### config.mk
export PLATFORM = sky130hd
export DESIGN_NAME = sar_step_controller_flat
export DESIGN_NICKNAME = d
export VERILOG_FILES = /design/src/rtl/sar_pkg.sv /design/src/rtl/sar_step_controller_if.sv /design/src/rtl/sar_settle_cnt.sv /design/src/rtl/sar_step_controller.sv /design/src/flat_wrapper.sv
export SDC_FILE = /design/constraint.sdc
export NUM_CORES = 1
export LEC_CHECK = 0
export BUFFER_PORTS_ARGS = -buffer_cell sky130_fd_sc_hd__buf_2
export CELL_PAD_IN_SITES_DETAIL_PLACEMENT = 0
export CELL_PAD_IN_SITES_GLOBAL_PLACEMENT = 1
export CORE_ASPECT_RATIO = 0.75
export CORE_MARGIN = 2
export CORE_UTILIZATION = 40
export CTS_BUF_LIST = sky130_fd_sc_hd__clkbuf_4
export DETAILED_ROUTE_END_ITERATION = 10
export PLACE_DENSITY_LB_ADDON = 0.1
export SLEW_MARGIN = 15
export SYNTH_ARGS = -nofsm -noshare
export SYNTH_HDL_FRONTEND = slang
export SYNTH_SLANG_ARGS = --single-unit
### constraint.sdc
create_clock -name clockt -period 2.6 [get_ports clockt]
set_input_delay 0.39 -clock clockt [delete_from_list [all_inputs] [get_ports clockt]]
set_output_delay 0.39 -clock clockt [all_outputs]
set_load 0.05 [all_outputs]
### src/rtl/sar_pkg.sv
// rtl/sar_pkg.sv - shared phase encodings, default sizes and code limits for the SAR step controller
package sar_pkg;

  typedef enum logic [1:0] {
    SAR_IDLE  = 2'b00,
    SAR_CONV  = 2'b01,
    SAR_TRACK = 2'b10,
    SAR_HOLD  = 2'b11
  } sar_state_e;

  localparam int SAR_WIDTH = 8;
  localparam int SAR_TMR_W = 6;

  // Tracking saturates at these codes instead of wrapping.
  localparam logic [SAR_WIDTH-1:0] SAR_CODE_MAX = '1;
  localparam logic [SAR_WIDTH-1:0] SAR_CODE_MIN = '0;

endpackage

### src/rtl/sar_step_controller_if.sv
// rtl/sar_step_controller_if.sv - control, comparator, timer and result signals of the SAR step controller
interface sar_step_controller_if
  import sar_pkg::*;
#(
  parameter int WIDTH = SAR_WIDTH,
  parameter int TMR_W = SAR_TMR_W
);
  logic             start;
  logic             stop;
  logic             track_req;
  logic             comp_in;
  logic [TMR_W-1:0] settle_cyc;
  logic             ready;
  logic [WIDTH-1:0] sar_out;
  logic [1:0]       state_p;
  logic             inc;
  logic             dcr;
  logic             done;
  logic             busy;

  modport master (
    output start, stop, track_req, comp_in, settle_cyc, ready,
    input  sar_out, state_p, inc, dcr, done, busy
  );

  modport slave (
    input  start, stop, track_req, comp_in, settle_cyc, ready,
    output sar_out, state_p, inc, dcr, done, busy
  );

endinterface

### src/rtl/sar_settle_cnt.sv
// rtl/sar_settle_cnt.sv - per-trial settle down-counter; a trial decides when the count reaches zero
module sar_settle_cnt #(
  parameter int TMR_W = 6
) (
  input  logic             clockt,
  input  logic             resetn,
  input  logic             load,
  input  logic [TMR_W-1:0] value,
  output logic             zero
);

  logic [TMR_W-1:0] cnt;

  always_ff @(posedge clockt or negedge resetn) begin
    if (!resetn) begin
      cnt <= '0;
    end else if (load) begin
      cnt <= value;
    end else if (cnt != '0) begin
      cnt <= cnt - 1'b1;
    end
  end

  assign zero = (cnt == '0);

endmodule

### src/rtl/sar_step_controller.sv
// rtl/sar_step_controller.sv - SAR binary search and optional +/-1 tracking (tracking built when SAR_TRACK_EN is defined)
module sar_step_controller
  import sar_pkg::*;
#(
  parameter int WIDTH = SAR_WIDTH,
  parameter int TMR_W = SAR_TMR_W
) (
  input  logic            clockt,
  input  logic            resetn,
  sar_step_controller_if.slave bus
);

  localparam int IDX_W = (WIDTH > 1) ? $clog2(WIDTH) : 1;
  localparam logic [WIDTH-1:0] MSB_ONE = {1'b1, {(WIDTH-1){1'b0}}};
  localparam logic [IDX_W-1:0] TOP_IDX = IDX_W'(WIDTH - 1);

  sar_state_e       state;
  logic [IDX_W-1:0] idx;
  logic [WIDTH-1:0] code;
  logic             done_r;
  logic             cnt_zero;
  logic             cnt_load;
  logic [TMR_W-1:0] cnt_value;
  logic             last_bit;
  logic             track_go;

  assign last_bit = (idx == '0);

`ifdef SAR_TRACK_EN
  logic inc_r;
  logic dcr_r;
  assign track_go = bus.track_req;
  assign bus.inc  = inc_r;
  assign bus.dcr  = dcr_r;
`else
  logic unused_track_req;
  assign unused_track_req = bus.track_req;
  assign track_go = 1'b0;
  assign bus.inc  = 1'b0;
  assign bus.dcr  = 1'b0;
`endif

  // Stop reloads with zero so an aborted trial never leaves a stale count behind.
  always_comb begin
    cnt_load  = 1'b0;
    cnt_value = bus.settle_cyc;
    if (bus.stop) begin
      cnt_load  = 1'b1;
      cnt_value = '0;
    end else begin
      case (state)
        SAR_IDLE:  cnt_load = bus.start;
        SAR_CONV:  cnt_load = cnt_zero && !last_bit;
        SAR_HOLD:  cnt_load = bus.ready && track_go;
        SAR_TRACK: cnt_load = bus.start || cnt_zero;
        default:   cnt_load = 1'b0;
      endcase
    end
  end

  sar_settle_cnt #(.TMR_W(TMR_W)) u_settle (
    .clockt (clockt),
    .resetn (resetn),
    .load   (cnt_load),
    .value  (cnt_value),
    .zero   (cnt_zero)
  );

  always_ff @(posedge clockt or negedge resetn) begin
    if (!resetn) begin
      state  <= SAR_IDLE;
      idx    <= TOP_IDX;
      code   <= '0;
      done_r <= 1'b0;
`ifdef SAR_TRACK_EN
      inc_r  <= 1'b0;
      dcr_r  <= 1'b0;
`endif
    end else begin
      done_r <= 1'b0;
`ifdef SAR_TRACK_EN
      inc_r  <= 1'b0;
      dcr_r  <= 1'b0;
`endif
      if (bus.stop) begin
        state <= SAR_IDLE;
        if (state == SAR_CONV) code <= '0;
      end else begin
        case (state)
          SAR_IDLE: begin
            if (bus.start) begin
              state <= SAR_CONV;
              code  <= MSB_ONE;
              idx   <= TOP_IDX;
            end
          end
          SAR_CONV: begin
            if (cnt_zero) begin
              code[idx] <= bus.comp_in;
              if (last_bit) begin
                state  <= SAR_HOLD;
                done_r <= 1'b1;
              end else begin
                code[idx - 1'b1] <= 1'b1;
                idx              <= idx - 1'b1;
              end
            end
          end
          SAR_HOLD: begin
            if (bus.ready) state <= track_go ? SAR_TRACK : SAR_IDLE;
          end
`ifdef SAR_TRACK_EN
          SAR_TRACK: begin
            if (bus.start) begin
              state <= SAR_CONV;
              code  <= MSB_ONE;
              idx   <= TOP_IDX;
            end else if (cnt_zero) begin
              if (bus.comp_in && !(&code)) begin
                code  <= code + 1'b1;
                inc_r <= 1'b1;
              end else if (!bus.comp_in && (|code)) begin
                code  <= code - 1'b1;
                dcr_r <= 1'b1;
              end
            end
          end
`endif
          default: state <= SAR_IDLE;
        endcase
      end
    end
  end

  assign bus.sar_out = code;
  assign bus.state_p = state;
  assign bus.done    = done_r;
  assign bus.busy    = (state == SAR_CONV);

endmodule
### src/flat_wrapper.sv
// flat-port wrapper written by rule: the top's interface ports become plain ports
module sar_step_controller_flat import sar_pkg::*;
#(
  parameter int WIDTH = SAR_WIDTH,
  parameter int TMR_W = SAR_TMR_W
)
  (clockt, resetn, bus_start, bus_stop, bus_track_req, bus_comp_in, bus_settle_cyc, bus_ready, bus_sar_out, bus_state_p, bus_inc, bus_dcr, bus_done, bus_busy);
  sar_step_controller_if #(.WIDTH(WIDTH), .TMR_W(TMR_W)) bus_i ();
  input  logic clockt;
  input  logic resetn;
  input wire logic [$bits(bus_i.start)-1:0] bus_start;
  input wire logic [$bits(bus_i.stop)-1:0] bus_stop;
  input wire logic [$bits(bus_i.track_req)-1:0] bus_track_req;
  input wire logic [$bits(bus_i.comp_in)-1:0] bus_comp_in;
  input wire logic [$bits(bus_i.settle_cyc)-1:0] bus_settle_cyc;
  input wire logic [$bits(bus_i.ready)-1:0] bus_ready;
  output wire logic [$bits(bus_i.sar_out)-1:0] bus_sar_out;
  output wire logic [$bits(bus_i.state_p)-1:0] bus_state_p;
  output wire logic [$bits(bus_i.inc)-1:0] bus_inc;
  output wire logic [$bits(bus_i.dcr)-1:0] bus_dcr;
  output wire logic [$bits(bus_i.done)-1:0] bus_done;
  output wire logic [$bits(bus_i.busy)-1:0] bus_busy;
  assign bus_i.start = bus_start;
  assign bus_i.stop = bus_stop;
  assign bus_i.track_req = bus_track_req;
  assign bus_i.comp_in = bus_comp_in;
  assign bus_i.settle_cyc = bus_settle_cyc;
  assign bus_i.ready = bus_ready;
  assign bus_sar_out = bus_i.sar_out;
  assign bus_state_p = bus_i.state_p;
  assign bus_inc = bus_i.inc;
  assign bus_dcr = bus_i.dcr;
  assign bus_done = bus_i.done;
  assign bus_busy = bus_i.busy;
  sar_step_controller #(.WIDTH(WIDTH), .TMR_W(TMR_W)) u_core (.clockt(clockt), .resetn(resetn), .bus(bus_i));
endmodule
==> flow_summary.toml <==
[run_status]
outcome = "complete, no violations"

[setup_path]
r2r_slack_ns = 0.50
crit_start = "u_core.idx[0]"
slowest_stage = "dfstp_2"
path_cells = "inv_1, ha_1, or3b_1, a21oi_1, o21ai_0, o21ai_0, a22o_1"
path_delay_family = "flip-flops"
required_ns = 2.85
r2r_start = "u_core.idx[0]"
cp_common_cell = "o21ai_0"
cp.depth = 7
max_stage_delay_ns = 0.69
startpoint_type = "flop"
path_max_fanout = 16
crit_buf_inv = 1
worstSetupPathType = "reg -> reg"
end_kind = "flop"
critPathArrivalTime_ns = 2.34
rr_worst_depth = 7

[sta]
max_freq_ghz = 0.477
rsz0062_at_grt = "false"
finalCriticalPeriod_ns = 2.10
fin_crit_sh = 0.806
tns_ns = 0
clock_skew_ns = 0.00767
setup_violations = 0
finalHoldViolations = 0
drv_slew = 0

[synth]
synth_edf_count = 0
synth_cell_types = 52
syn_area_um2 = 1340
yosysSeqAreaShare = 0.376
syn_avg_cell_area_um2 = 9.12
ys.flop_type = "dfrtp_1"
async_flop_share = 1.00
yosys_warnings = 0
synthCells = 147
ys_ff_latch = 20

[clock_network]
root_buffer = "clkbuf_4"
clk_pin_slew_ns = 0.12
cts_tree = "yes"
clk_latency_ns = 0.30
cts.sinks = 20
cts_buffer_depth = 2
h-tree-depth = 1
hold_buffers = 0
post_cts.repair.setup_buffers = 0
ctsResizeCount = 0
cts_buffers = 3

[routing]
routed-via-count = 1097
drt-pass1-iter-count = 4
dr.first_iter.drc_count = 40
antenna_left = 0
drc = 0
routed_via_density = 5.27
drt-total-wl_um = 2830
post_drt_wl_per_cell_um = 13.6

[placed_design]
port_buffers = 23
place.gp.congestion = 0.704
dpl_cell_area_um2 = 1460
hpwl_um = 2180

[pwr]
power_report.internal_total_mw = 0.734
switching_share = 0.465
p_comb_frac = 0.507
power.density_nw_per_um2 = 918
power_frac_seq = 0.374
p_clk_frac = 0.119
vdd_drop_max_mv = 0.346
leakage_nw = 0.708
p_sw_mw = 0.638

[layout]
final_area_um2 = 1490
fillers = 334
final_nets = 186
drive_above_1_share = 0.256
areaGrowthSynthToFinish_pct = 11.4
diodes = 0

[run]
drv_cap = 0

[global_route]
grt_usage = 0.160
gr-total-overflow = 0
grt_max_degree = 21
grt_pass1_wl_um = 4710
antenna_found_initial = 0
grt_pass1_vias = 957

[die]
die-height_um = 54.2
ios = 27
initial_utilization = 0.414
coreArea_um2 = 3240
die_w_um = 70.9
die-area_um2 = 3840
row_count = 18

[worst_hold_path]
hold_path_class = "in -> async"
[placed cells by master, fill, tap and decap left out, types with 2 or more instances in the layout]
master | netlist | layout
and3_1 | 3 | 3
clkbuf_4 | 0 | 4
mux2i_1 | 2 | 2
xnor2_1 | 2 | 2
xor2_1 | 2 | 2
nand3_1 | 4 | 4
o21ai_0 | 11 | 11
a22o_1 | 5 | 5
or3_1 | 2 | 2
a21oi_1 | 11 | 11
conb_1 | 1 | 2
and2b_1 | 2 | 2
nand2b_2 | 2 | 2
nand2_1 | 12 | 12
inv_1 | 7 | 7
dfrtp_1 | 17 | 17
nor3_1 | 6 | 6
nor2_1 | 9 | 9
ha_1 | 4 | 4
buf_2 | 1 | 23
o2bb2ai_1 | 6 | 6
dfstp_2 | 3 | 3
nand2b_1 | 2 | 2
[Yosys cell counts, types with 3 or more instances]
| library cell | n | area [um2] |
|---|---|---|
| nand2_1 | 12 | 45.0 |
| dfstp_2 | 3 | 78.8 |
| o2bb2ai_1 | 6 | 52.6 |
| inv_1 | 7 | 26.3 |
| nor3_1 | 6 | 30.0 |
| and3_1 | 3 | 18.8 |
| nor2_1 | 9 | 33.8 |
| buf_4 | 3 | 22.5 |
| ha_1 | 4 | 50.1 |
| a21oi_1 | 11 | 55.1 |
| o21ai_0 | 11 | 55.1 |
| nand3_1 | 4 | 20.0 |
| dfrtp_1 | 17 | 425 |
| a22o_1 | 5 | 43.8 |
[power groups by stage]
stage | Combinational [mW] | Clock (mW) | Sequential [mW]
after global routing | 0.780 | 0.187 | 0.530
after CTS | 0.695 | 0.176 | 0.513
final | 0.695 | 0.163 | 0.513
after floorplan | 0.542 | 0 | 0.539
after detailed placement | 0.692 | 0 | 0.520
after global placement | 0.680 | 0 | 0.517
[layer usage]
layer  global-route usage  share of wire  vias up
met5                    0              0        -
met4               0.0189         0.0049        0
met3               0.0393          0.038        2
met2                0.231           0.38       21
met1                0.245           0.58      497
li1                     -              -      577
[per-stage QoR]
step	hold WS [ns]	power [mW]	util	worst slack, ns	cells
after floorplan	0.0944	1.08	-	0.659	148
after global placement	0.372	1.20	0.451	0.561	204
after detailed placement	0.376	1.21	0.451	0.518	204
after CTS	0.0340	1.38	0.461	0.496	208
after global routing	0.0517	1.50	0.461	0.300	208
final	0.0260	1.37	0.461	0.504	208
[worst paths after layout]
path	end
hold reg to reg	u_core.bus.sar_out[3]
max in group asynchronous	u_core.idx[2]
setup / recovery	u_core.bus.sar_out[4]
setup reg to reg	u_core.bus.sar_out[4]
hold / removal	u_core.bus.sar_out[1]
min in group clockt	u_core.u_settle.cnt[5]
[registers in the layout, indices dropped and copies added (netlist names)]
| name | count |
|---|---|
| u_core.bus.sar_out | 8 |
| u_core.bus.state_p | 2 |
| u_core.idx | 3 |
| u_core.bus.done | 1 |
| u_core.u_settle.cnt | 6 |
[cell families (layout without fill, tap and decap cells)]
kind of cell / after synthesis / count (layout) / synth area share
xor+xnor: 4 / 4 / 0.0261
other cells: 1 / 2 / 0.00280
fa+ha+maj: 4 / 4 / 0.0373
mux: 3 / 3 / 0.0233
buf+inv: 14 / 34 / 0.0541
simple gates: 52 / 52 / 0.218
flops: 20 / 20 / 0.376
compound gates: 49 / 49 / 0.262
[area by class of cell]
class / count / area, um2 / share of cell area
multi-input cells: 114 / 768 / 0.514
flip-flops and latches: 20 / 504 / 0.338
repair buffers: 23 / 115 / 0.0771
well taps: 40 / 50.0 / 0.0335
clock buffers: 4 / 30.0 / 0.0201
inverters: 7 / 26.3 / 0.0176
Power figures use the tool's default switching activity.
